File: src/rtl/alu_access_ctrl_pkg.sv
// Shared definitions for the accumulator ALU and its access controller:
// opcode map, idle instruction, datapath widths and sequencer states.
package alu_access_ctrl_pkg;

    localparam int ALU_DATA_W = 32;
    localparam int ALU_OP_W   = 8;

    // ALU opcode map; anything above ALU_OP_LOAD is not an ALU operation
    localparam logic [ALU_OP_W-1:0] ALU_OP_CLEAR = 8'd0;
    localparam logic [ALU_OP_W-1:0] ALU_OP_INC   = 8'd1;
    localparam logic [ALU_OP_W-1:0] ALU_OP_DEC   = 8'd2;
    localparam logic [ALU_OP_W-1:0] ALU_OP_ADD   = 8'd3;
    localparam logic [ALU_OP_W-1:0] ALU_OP_SUB   = 8'd4;
    localparam logic [ALU_OP_W-1:0] ALU_OP_MUL2  = 8'd5;
    localparam logic [ALU_OP_W-1:0] ALU_OP_MUL4  = 8'd6;
    localparam logic [ALU_OP_W-1:0] ALU_OP_DIV16 = 8'd7;
    localparam logic [ALU_OP_W-1:0] ALU_OP_LOAD  = 8'd8;

    // Idle instruction: CLEAR is 0, so the bus must never rest at 0
    localparam logic [ALU_OP_W-1:0] ALU_NOP_CODE = 8'hFF;

    // Sequencer states of the access controller
    typedef enum logic [1:0] {
        ST_IDLE   = 2'd0,
        ST_ISSUE  = 2'd1,
        ST_RESULT = 2'd2,
        ST_HOLD   = 2'd3
    } acc_state_t;

endpackage

File: src/rtl/alu_access_ctrl_rr_arbiter2.sv
// Two-way round-robin grant. The priority bit only moves on an explicit
// update strobe, so a locked owner does not disturb fairness.
module rr_arbiter2 (
    input  logic       clk,
    input  logic       reset,
    input  logic [1:0] req,
    input  logic       upd,
    input  logic       upd_pri,
    output logic [1:0] gnt,
    output logic       pri
);

    logic pri_q;

    // Priority pointer: requester that wins when both ask
    always_ff @(posedge clk or negedge reset) begin
        if (!reset)
            pri_q <= 1'b0;
        else if (upd)
            pri_q <= upd_pri;
    end

    // One-hot grant: a lone requester always wins, a tie goes to pri
    always_comb begin
        gnt = req;
        if (req == 2'b11)
            gnt = pri_q ? 2'b10 : 2'b01;
    end

    assign pri = pri_q;

endmodule

File: src/rtl/alu_access_ctrl.sv
// Shares one accumulator ALU between two requesters. Grants one command at
// a time, drives the ALU instruction/B bus for a single cycle, returns the
// accumulator and zero flag, and supports multi-op locks with a watchdog.
module alu_access_ctrl
    import alu_access_ctrl_pkg::*;
#(
    parameter int                DATA_W       = ALU_DATA_W,
    parameter int                OP_W         = ALU_OP_W,
    parameter logic [OP_W-1:0]   NOP_CODE     = OP_W'(ALU_NOP_CODE),
    parameter int                LOCK_TIMEOUT = 16
) (
    input  logic              clk,
    input  logic              reset,
    input  logic [1:0]        req_valid,
    input  logic [OP_W-1:0]   req0_op,
    input  logic [OP_W-1:0]   req1_op,
    input  logic [DATA_W-1:0] req0_b,
    input  logic [DATA_W-1:0] req1_b,
    input  logic              req0_last,
    input  logic              req1_last,
    output logic [1:0]        req_ready,
    output logic              rsp_valid,
    output logic              rsp_id,
    output logic [DATA_W-1:0] rsp_data,
    output logic              rsp_z,
    output logic              rsp_err,
    output logic              lock_timeout,
    output logic [OP_W-1:0]   alu_instruction,
    output logic [DATA_W-1:0] alu_b,
    input  logic [DATA_W-1:0] alu_a,
    input  logic              alu_z
);

    localparam logic [7:0] TMR_LAST = 8'(LOCK_TIMEOUT - 1);

    acc_state_t        state_q, state_d;
    logic              owner_q;
    logic              last_q;
    logic              err_q;
    logic [7:0]        timer_q;
    logic [OP_W-1:0]   alu_instr_q;
    logic [DATA_W-1:0] alu_b_q;
    logic              rsp_id_q;
    logic [DATA_W-1:0] rsp_data_q;
    logic              rsp_z_q;
    logic              rsp_err_q;

    logic [1:0]        arb_gnt;
    logic              arb_pri;
    logic              pri_upd;
    logic              accept;
    logic              acc_id;
    logic              timer_clr;
    logic              timer_inc;
    logic [OP_W-1:0]   sel_op;
    logic [DATA_W-1:0] sel_b;
    logic              sel_last;
    logic              sel_legal;

    rr_arbiter2 u_arb (
        .clk     (clk),
        .reset   (reset),
        .req     (req_valid),
        .upd     (pri_upd),
        .upd_pri (~owner_q),
        .gnt     (arb_gnt),
        .pri     (arb_pri)
    );

    // Command of whichever requester is being accepted this cycle
    always_comb begin
        sel_op    = acc_id ? req1_op   : req0_op;
        sel_b     = acc_id ? req1_b    : req0_b;
        sel_last  = acc_id ? req1_last : req0_last;
        sel_legal = (sel_op <= OP_W'(ALU_OP_LOAD));
    end

    // Next-state, accept strobes, lock watchdog and response pulse
    always_comb begin
        state_d      = state_q;
        req_ready    = 2'b00;
        accept       = 1'b0;
        acc_id       = owner_q;
        pri_upd      = 1'b0;
        timer_clr    = 1'b0;
        timer_inc    = 1'b0;
        lock_timeout = 1'b0;
        rsp_valid    = 1'b0;
        case (state_q)
            ST_IDLE: begin
                if (|arb_gnt) begin
                    req_ready = arb_gnt;
                    accept    = 1'b1;
                    acc_id    = arb_gnt[1];
                    state_d   = ST_ISSUE;
                end
            end
            ST_ISSUE: begin
                state_d = ST_RESULT;
            end
            ST_RESULT: begin
                rsp_valid = 1'b1;
                if (last_q) begin
                    pri_upd = 1'b1;
                    state_d = ST_IDLE;
                end else begin
                    timer_clr = 1'b1;
                    state_d   = ST_HOLD;
                end
            end
            ST_HOLD: begin
                // An owner command beats a watchdog expiry in the same cycle
                if (req_valid[owner_q]) begin
                    req_ready[owner_q] = 1'b1;
                    accept             = 1'b1;
                    state_d            = ST_ISSUE;
                end else if (timer_q == TMR_LAST) begin
                    lock_timeout = 1'b1;
                    pri_upd      = 1'b1;
                    state_d      = ST_IDLE;
                end else begin
                    timer_inc = 1'b1;
                end
            end
            default: state_d = ST_IDLE;
        endcase
        // Never strobe ready while the block is held in reset
        if (!reset)
            req_ready = 2'b00;
    end

    // State register
    always_ff @(posedge clk or negedge reset) begin
        if (!reset)
            state_q <= ST_IDLE;
        else
            state_q <= state_d;
    end

    // Capture owner, lock intent and legality of the accepted command
    always_ff @(posedge clk or negedge reset) begin
        if (!reset) begin
            owner_q <= 1'b0;
            last_q  <= 1'b0;
            err_q   <= 1'b0;
        end else if (accept) begin
            owner_q <= acc_id;
            last_q  <= sel_last;
            err_q   <= ~sel_legal;
        end
    end

    // ALU bus: the opcode appears only in the cycle after a legal accept
    always_ff @(posedge clk or negedge reset) begin
        if (!reset) begin
            alu_instr_q <= NOP_CODE;
            alu_b_q     <= '0;
        end else if (accept && sel_legal) begin
            alu_instr_q <= sel_op;
            alu_b_q     <= sel_b;
        end else begin
            alu_instr_q <= NOP_CODE;
            alu_b_q     <= '0;
        end
    end

    // Lock watchdog: counts idle HOLD cycles since the last result
    always_ff @(posedge clk or negedge reset) begin
        if (!reset)
            timer_q <= 8'd0;
        else if (timer_clr)
            timer_q <= 8'd0;
        else if (timer_inc)
            timer_q <= timer_q + 8'd1;
    end

    // Response hold registers keep the last result visible between pulses
    always_ff @(posedge clk or negedge reset) begin
        if (!reset) begin
            rsp_id_q   <= 1'b0;
            rsp_data_q <= '0;
            rsp_z_q    <= 1'b0;
            rsp_err_q  <= 1'b0;
        end else if (state_q == ST_RESULT) begin
            rsp_id_q   <= owner_q;
            rsp_data_q <= alu_a;
            rsp_z_q    <= alu_z;
            rsp_err_q  <= err_q;
        end
    end

    // The ALU result is only settled in RESULT, so pass it straight through
    // then and fall back to the held copy otherwise.
    assign rsp_id          = (state_q == ST_RESULT) ? owner_q : rsp_id_q;
    assign rsp_data        = (state_q == ST_RESULT) ? alu_a   : rsp_data_q;
    assign rsp_z           = (state_q == ST_RESULT) ? alu_z   : rsp_z_q;
    assign rsp_err         = (state_q == ST_RESULT) ? err_q   : rsp_err_q;
    assign alu_instruction = alu_instr_q;
    assign alu_b           = alu_b_q;

endmodule

File: config.mk
export PLATFORM = sky130hd
export DESIGN_NAME = alu_access_ctrl
export DESIGN_NICKNAME = d
export VERILOG_FILES = /design/src/rtl/alu_access_ctrl_pkg.sv /design/src/rtl/alu_access_ctrl_rr_arbiter2.sv /design/src/rtl/alu_access_ctrl.sv
export SDC_FILE = /design/constraint.sdc
export NUM_CORES = 1
export LEC_CHECK = 0
export BUFFER_PORTS_ARGS = -buffer_cell sky130_fd_sc_hd__buf_4
export CAP_MARGIN = 20
export CORE_ASPECT_RATIO = 1.4
export CORE_MARGIN = 1.5
export CORE_UTILIZATION = 45
export DETAILED_ROUTE_END_ITERATION = 7
export GPL_ROUTABILITY_DRIVEN = 0
export GPL_TIMING_DRIVEN = 0
export PLACE_DENSITY = 0.78
export SYNTH_ARGS = -nofsm -noshare
export SYNTH_HDL_FRONTEND = slang
export SYNTH_SLANG_ARGS = --single-unit
File: constraint.sdc
create_clock -name clk -period 2.4 [get_ports clk]
set_clock_uncertainty 0.2 [all_clocks]
set_input_delay 0.12 -clock clk [delete_from_list [all_inputs] [get_ports clk]]
set_output_delay 0.12 -clock clk [all_outputs]
set_load 0.02 [all_outputs]
# --- Word level (Yosys, flattened, before mapping) ---
# Index checks and enable logic that the tools add are counted.
classes:
  add_sub_neg: 1
  reduce_logical: 6
  eq_ne: 7
  order_cmp: 3
  n_mux: 42
  bitwise: 2
op_table:
  columns: ["op", "count"]
  rows:
  - ["32-bit two-way mux", 3]
  - ["8-bit two-way mux", 4]
  - ["1-bit two-way mux", 21]
  - ["2-bit two-way mux", 9]
  - ["8-bit by 1-bit adder with 8-bit output, second input constant", 1]
  - ["8-bit by 4-bit equality test with 1-bit output, second input constant", 1]
  - ["8-bit by 4-bit less-or-equal comparator with 1-bit output, second input constant", 1]
  - ["2-bit case mux with 4 select lines", 1]
  - ["2-bit equality test, second input constant", 3]
  - ["1-bit case mux with 2 select lines", 2]
  - ["2-bit case mux with 2 select lines", 1]
  - ["3-bit != test, second input constant", 1]
  - ["2-bit by 1-bit equality test with 1-bit output, second input constant", 1]
  - ["1-bit logical AND", 2]
  - ["2-bit logical NOT", 1]
  - ["1-bit by 2-bit less-than comparator with 1-bit output, second input constant", 1]
  - ["2-bit != test, second input constant", 1]
  - ["1-bit inverter", 2]
  - ["2-bit AND reduction", 1]
  - ["2-bit nonzero test", 1]
  - ["2-bit OR reduction", 1]
  - ["1-bit demux with 1-bit select", 1]
  - ["1-bit >= comparator, second input constant", 1]
word_totals:
  inputBits: 119
  regBits: 89
  word_cells: 73

# --- Depth between registers and ports, before layout ---
# Gate-level depths: netlist of run 1.
depth:
  word_depth: 9
  mapped_depth: 9
  mapped_depth_nobuf: 6

# --- Hierarchy ---
# From an unflattened synthesis of run 1, not the netlist that was laid out.
unflattened:
  hier_cells: 299
  area_unflattened_um2: 3885.0
by_module_without_submodules:
  columns: ["mod", "seq_area_each_um2", "instances", "area_each_um2", "cells_per_inst"]
  rows:
  - ["alu_access_ctrl", 2212.1, 1, 3832.4, 293]
  - ["rr_arbiter2", 25.0, 1, 52.6, 6]

# --- Least setup slack after synthesis of run 1 ---
# OpenSTA, ideal clock, no wires.
synth_path:
  kind: "reg-to-reg"
  from: "register state_q[0]"
  to: "register rsp_data_q[10]"
  setup_ns: 0.148
  required_time_ns: 2.052
  setup_slack_ns: 0.132
  path_buffers: 2
  path_stages_with_launch: 6
  arrival_time_ns: 1.920
  path_cell_list: "dfrtp_1 inv_1 ha_1 clkbuf_1 clkbuf_1 mux2_2"
synth_via:
  elab_chain_cells: 2
synth_lines:
  columns: ["item", "line_no", "source"]
  rows:
  - ["start: declaration", "alu_access_ctrl.sv:36", "acc_state_t state_q, state_d;"]
  - ["start signal: assignment", "alu_access_ctrl.sv:137", "state_q <= state_d;"]
  - ["2-bit equality test", null, null]
  - ["32-bit two-way mux", null, null]
  - ["via rsp_data[10]", "alu_access_ctrl.sv:24", "output logic [DATA_W-1:0] rsp_data,"]
  - ["end signal: assignment", "alu_access_ctrl.sv:186", "rsp_data_q <= alu_a;"]
  - ["end: declaration", "alu_access_ctrl.sv:44", "logic [DATA_W-1:0] rsp_data_q;"]
# The timed path passes the listed nets, and every way through them passes these cells.
# A chain may end at the register's enable or synchronous reset.

# --- Worst setup path after layout of run 1 ---
layout_path:
  from: "register state_q[1]"
  to: "register alu_b_q[29] (netlist: alu_b[29])"
layout_via:
  elab_chain_cells: 6
  word_cells_on_any_way: 9
  cone_classes: "order compare: 1; eq/ne: 1; mux: 5; reduce/logical: 2"
layout_lines:
  columns: ["item", "line_no", "source"]
  rows:
  - ["2-bit logical NOT", "alu_access_ctrl.sv:89", "case (state_q)"]
  - ["1-bit two-way mux", "alu_access_ctrl.sv:89", null]
  - ["8-bit two-way mux", "alu_access_ctrl.sv:72", "sel_op = acc_id ? req1_op : req0_op;"]
  - ["8-bit by 4-bit less-or-equal comparator with 1-bit output", "alu_access_ctrl.sv:75", "sel_legal = (sel_op <= OP_W'(ALU_OP_LOAD));"]
  - ["1-bit logical AND", "alu_access_ctrl.sv:158", "end else if (accept && sel_legal) begin"]
  - ["32-bit two-way mux *", "alu_access_ctrl.sv:158", null]
  - ["end signal: assignment", "alu_access_ctrl.sv:160", "alu_b_q <= sel_b;"]
  - ["end: declaration", "alu_access_ctrl.sv:42", "logic [DATA_W-1:0] alu_b_q;"]
# Every way passes the cells marked *; elsewhere a longest branch is shown, timed or not.

==> results of run 1 <==
==> final timing paths <==
kind                                        start                      endpoint  slack, ns  depth (start not counted)
min reg2reg                     rsp_z_q$_DFF_PN0_             rsp_z_q$_DFF_PN0_       0.29                          1
max reg2reg                state_q[1]$_DFFE_PN0P_           alu_b[29]$_DFF_PN0_       0.03                          9
max in group asynchronous                   reset  alu_instruction[5]$_DFF_PN1_       1.32                          3
max                        state_q[1]$_DFFE_PN0P_           alu_b[29]$_DFF_PN0_       0.03                          9
min                                         reset            alu_b[6]$_DFF_PN0_       0.01                          2
min in group clk                       req1_op[7]  alu_instruction[3]$_DFF_PN1_       0.07                          4
==> flip-flops by register name, indices dropped and copies added, names as in the netlist <==
signal	count
alu_b	32
timer_q	8
rsp_z_q	1
rsp_data_q	32
u_arb.pri	1
rsp_err_q	1
alu_instruction	8
state_q	2
owner_q	1
err_q	1
rsp_id_q	1
last_q	1
==> synthesized netlist by cell type (3+ instances only) <==
cell      count  share of area
mux2_1        7          0.020
nor2b_1       4         0.0062
nand2_1      10         0.0093
mux2_2       32          0.089
nand4_1       3         0.0047
buf_6         3         0.0084
dfstp_2       8          0.052
clkbuf_1      4         0.0037
nand3_1       4         0.0050
inv_1         4         0.0037
a21oi_1       8         0.0099
or3_1         4         0.0062
nor3_1        3         0.0037
o21ai_0       5         0.0062
buf_2         9          0.011
nand2b_1      3         0.0047
and2_1        3         0.0047
nor3_2       30          0.075
nor4_1        3         0.0047
ha_1          5          0.016
a31oi_1       3         0.0047
nor2_1        5         0.0047
mux2i_1      38          0.094
dfrtp_1      81           0.50
==> report_power, final <==
group          switching [mW]  internal (mW)  total, mW  leakage, nW
logic                    2.10           1.73       3.83         2.15
clock network           0.582          0.842       1.42        0.148
registers               0.154           1.89       2.04         1.11
total                    2.84           4.46       7.30         3.41
==> per-stage QoR <==
step / std cells / power (mW)
after global placement: 605 / 5.34
after floorplan: 303 / 4.26
after global routing: 734 / 7.61
after detailed placement: 605 / 5.44
after CTS: 730 / 7.06
final: 734 / 7.30
==> logic make-up after synthesis <==
logic type               Yosys count  synth area share
flip-flops                        89             0.555
multiplexers                      79             0.211
AO/OA/AOI/OAI                     26            0.0398
adder cells (fa/ha/maj)            5            0.0155
XOR/XNOR                           2           0.00435
buffers and inverters             23            0.0317
AND/OR/NAND/NOR                   79             0.143
==> per-layer routing <==
metal | up-vias | part of all wire | GRT usage
met3 | 55 | 0.060 | 0.0689
li1 | 1725 | - | -
met1 | 1916 | 0.35 | 0.312
met2 | 237 | 0.54 | 0.567
met4 | 0 | 0.045 | 0.158
met5 | - | 0 | 0
==> worst max-delay path, cell delays in order (launching register included) <==
cell	delay (ns)
dfrtp_1	0.40
inv_1	0.09
ha_2	0.21
nor2b_1	0.12
a311o_1	0.15
buf_2	0.20
buf_4	0.27
buf_6	0.21
mux2i_1	0.31
nor3_2	0.08
==> repair_timing <==
item | 4_1_cts | 5_1_grt
buffers inserted | 0 | 2
gates resized for setup | 11 | 9
hold buffers | 109 | 1
gates cloned | 0 | 0
setup endpoints to repair | 64 | 68
endpoints found under the hold margin | 151 | 81
==> final cells by class <==
cell class	instances	area, um^2	share of cell area
plain buffers	19	148	0.0207
clock buffers	12	246	0.0345
clock inverters	4	52.6	0.00736
inverters	4	15.0	0.00210
multi-input cells	191	1690	0.237
flip-flops and latches	89	2240	0.313
well taps	105	131	0.0184
repair buffers	310	2620	0.367
==> impl_metrics.tcl, run 1 <==
set metrics [dict create \
    initialDrtViolationCount 259 \
    slew_headroom 0.681 \
    syn2layout_area_growth_pct 77.3 \
    drc 0 \
    fin_setup_tns_ns 0 \
    power_density_nw_per_um2 1020 \
    syn_nets 427 \
    final_cell_mix "201 x buf_4, 110 x dlygate4sd3_1, 81 x dfrtp_1" \
    synth_flop_cell "dfrtp_1" \
    antenna_found_initial 0 \
    portBuffers 197 \
    critPathKind "flop to flop" \
    max_freq_ghz 0.421 \
    die_x_um 83.0 \
    cts_buffers 9 \
    routedWlPerCell_um 21.0 \
    synth_area_um2 4030 \
    ir_worst_vdd_v 0.000771 \
    synthCells 303 \
    clock-sinks 89 \
    grt_pass1_vias 4270 \
    grt_max_degree 92 \
    p_leak_nw 3.41 \
    cts-root-buf "clkbuf_16" \
    post_dp_cell_area_um2 5640 \
    fin_crit_sh 0.989 \
    synth_cell_type_count 43 \
    layout_commonest_cell "buf_4" \
    path_clk_slew_ns 0.07 \
    drtPass1Iterations 4 \
    design_area_um2 7140 \
    setup.worst_path.end_class "flop" \
    row_count 40 \
    final_util 0.825 \
    report.final.slew_viol_count 0 \
    maxCapViolCount 0 \
    cts_tree "yes" \
    cp_data_required_time_ns 2.42 \
    worstMarginPinSlew_ns 0.474 \
    io-pin-count 198 \
    drt-total-wl_um 15400 \
    finalCriticalPeriod_ns 2.37 \
    critPathMaxFanout 10 \
    synth_seq_cells 89 \
    synth-async-reset-ratio 1.00 \
    critPathLaunchType "flop" \
    n_antenna_cell 0 \
    drive_gt1_frac 0.490 \
    synth_edf_count 0 \
    design.core.area_um2 8660 \
    place_hpwl_um 8320 \
    synth-warning-count 0 \
    arrival_ns 2.39 \
    syn_area_per_cell_um2 13.3 \
    fp.dieH_um 115 \
    grt_first_pass_wirelength_um 22000 \
    grt_overflow 0 \
    finalWorstSetupSlack_ns 0.0262 \
    vias 3933 \
    viasPerCell 5.36 \
    fill_cells 422 \
    ant_nets 0 \
    ys_seq_area_frac 0.555 \
    grt_usage 0.302 \
    cts_buffer_depth 2 \
    preCtsSetupSlack_ns -0.189 \
    holdCritPathClass "input port to asynchronous set/reset pin" \
    clk_latency_ns 0.33 \
    status "finished clean" \
    final_nets 748 \
    hold_viol_final 0 \
    die-area_um2 9540 \
    hold_ws_ns 0.0121 \
    start_util 0.465 \
    h-tree-depth 3 \
    setup_viol 0 \
]
Power figures use the tool's default switching activity.
==> run 2: changes to the inputs <==
- CORE_MARGIN: 1.5 -> default
==> impl_metrics.tcl, run 2 (same netlist as run 1, synthesis figures left out) <==
set metrics [dict create \
    cts_buffers 9 \
    ir_worst_vdd_v 0.000919 \
    status "finished, violations left" \
    critPathLaunchType "flop" \
    setup_viol 6 \
    dp_cells 605 \
    fin_setup_tns_ns -0.260 \
    initialDrtViolationCount 228 \
    ant_nets 0 \
    grt_first_pass_wirelength_um 21400 \
    n_antenna_cell 0 \
    routedWlPerCell_um 21.7 \
    endpoint "alu_b[12]$_DFF_PN0_" \
    final_cell_mix "198 x buf_4, 108 x dlygate4sd3_1, 81 x dfrtp_1" \
    die_x_um 82.0 \
    cts_post_setup_buffers_inserted 0 \
    final_util 0.833 \
    vias 3941 \
    start_util 0.465 \
    worstReg2RegStart "state_q[1]$_DFFE_PN0P_" \
    cts_tree "yes" \
    setup.worst_path.end_class "flop" \
    cts-root-buf "clkbuf_16" \
    wl_met1_um 5490 \
    final_nets 749 \
    wl_met2_um 8490 \
    drc 0 \
    rrSetupSlack_ns -0.08 \
    drt-total-wl_um 15900 \
    io-pin-count 198 \
    top_layer_used "met4" \
    slew_headroom 0.594 \
    row_count 40 \
    clock-sinks 89 \
    hold_viol_final 57 \
    max_freq_ghz 0.403 \
    cts_buffer_depth 2 \
    grt_pass1_vias 4235 \
    arrival_ns 2.53 \
    violations "negative hold slack, negative setup slack" \
    clk_latency_ns 0.35 \
    viasPerCell 5.36 \
    grt_overflow 0 \
    hold_ws_ns -0.119 \
    portBuffers 197 \
    reg2regPathDepth 8 \
    holdCritPathClass "input port to asynchronous set/reset pin" \
    maxCapViolCount 0 \
    finalWorstSetupSlack_ns -0.0801 \
    layout_commonest_cell "buf_4" \
    antenna_found_initial 0 \
    finalCriticalPeriod_ns 2.48 \
    worstMarginPinSlew_ns 0.603 \
    power_density_nw_per_um2 1030 \
    grt_max_degree 92 \
    reg2reg_to "alu_b[12]$_DFF_PN0_" \
    critPathMaxFanout 10 \
    h-tree-depth 3 \
    drtPass1Iterations 4 \
    grt_usage 0.316 \
    cp_data_required_time_ns 2.45 \
    p_leak_nw 3.43 \
    finalNonFillerCells 735 \
    critPathKind "flop to flop" \
    fp.dieH_um 114 \
    wl_met3_um 1070 \
    syn2layout_area_growth_pct 79.1 \
    design.core.area_um2 8660 \
    drive_gt1_frac 0.498 \
    die-area_um2 9340 \
    startpoint "state_q[1]$_DFFE_PN0P_" \
    place_hpwl_um 7790 \
    fill_cells 390 \
    report.final.slew_viol_count 0 \
    path_clk_slew_ns 0.07 \
    fin_crit_sh 1.03 \
]
run 2: cell count changes in the layout (fill, tap and decap cells not counted), moves of 2 or more:
| cell | delta |
|---|---|
| dlygate4sd3_1 | -2 |
| buf_6 | +2 |
| clkbuf_1 | -2 |
| clkbuf_8 | -2 |
| buf_4 | -3 |
| buf_12 | +5 |
| inv_6 | +2 |
run 2: how the worst min path moves through the flow:
| stage | cells after the start | slack, ns | startpoint | endpoint |
|---|---|---|---|---|
| after floorplan | 0 | -0.38 | reset | alu_b[0]$_DFF_PN0_ |
| after global placement | 2 | 0.17 | alu_a[31] | rsp_data_q[31]$_DFF_PN0_ |
| after detailed placement | 2 | 0.17 | alu_a[1] | rsp_data_q[1]$_DFF_PN0_ |
| after CTS | 1 | -0.17 | reset | alu_b[11]$_DFF_PN0_ |
| after global routing | 5 | -0.1 | reset | alu_b[8]$_DFF_PN0_ |
| final | 5 | -0.12 | reset | alu_b[8]$_DFF_PN0_ |
run 2: timing repair:
action	4_1_cts	5_1_grt
pin swaps	0	0
setup endpoints to repair	64	57
hold endpoints to repair	151	81
resized for setup	10	12
hold buffers	107	6
run 2: power by group:
part	total [mW]	switching, mW	internal [mW]	leakage [nW]
registers	2.05	0.165	1.89	1.11
logic	3.84	2.11	1.73	2.17
clock network	1.51	0.683	0.831	0.149
total	7.41	2.96	4.45	3.43
run 2: stage by stage:
step	cell area [um^2]	total power, mW	worst slack (ns)	hold WS (ns)
6_report	7220	7.41	-0.0801	-0.119
5_1_grt	7220	7.71	-0.119	-0.0960
4_1_cts	7040	7.09	0.00870	-0.165
3_5_place_dp	5640	5.44	-0.218	0.172
3_3_place_gp	5640	5.34	-0.111	0.166
2_1_floorplan	4030	4.26	0.132	-0.376
run 2: area by class of cell:
cell class                      instances  area [um^2]  share of cell area
Timing Repair Buffer                  311         2690               0.372
Clock buffer                            9          225              0.0312
Clock inverter                          7         83.8              0.0116
Buffer                                 19          149              0.0206
Inverter                                4         15.0             0.00208
Sequential cell                        89         2240               0.310
Tap cell                              105          131              0.0182
Multi-Input combinational cell        191         1690               0.234
run 2: routing by layer:
metal  vias to the layer above  track usage
met1                      1938        0.335
met5                         -            0
met4                         0        0.178
met3                        63        0.101
li1                       1728            -
met2                       212        0.539
run 2: worst max-delay path, stage by stage (launching register included):
cell and delay (ns):
dfrtp_1 0.44, inv_1 0.15, ha_2 0.25, nor2b_1 0.06, a311o_1 0.29, buf_2 0.18, mux2_4 0.36, buf_6 0.17
nor3_2 0.26
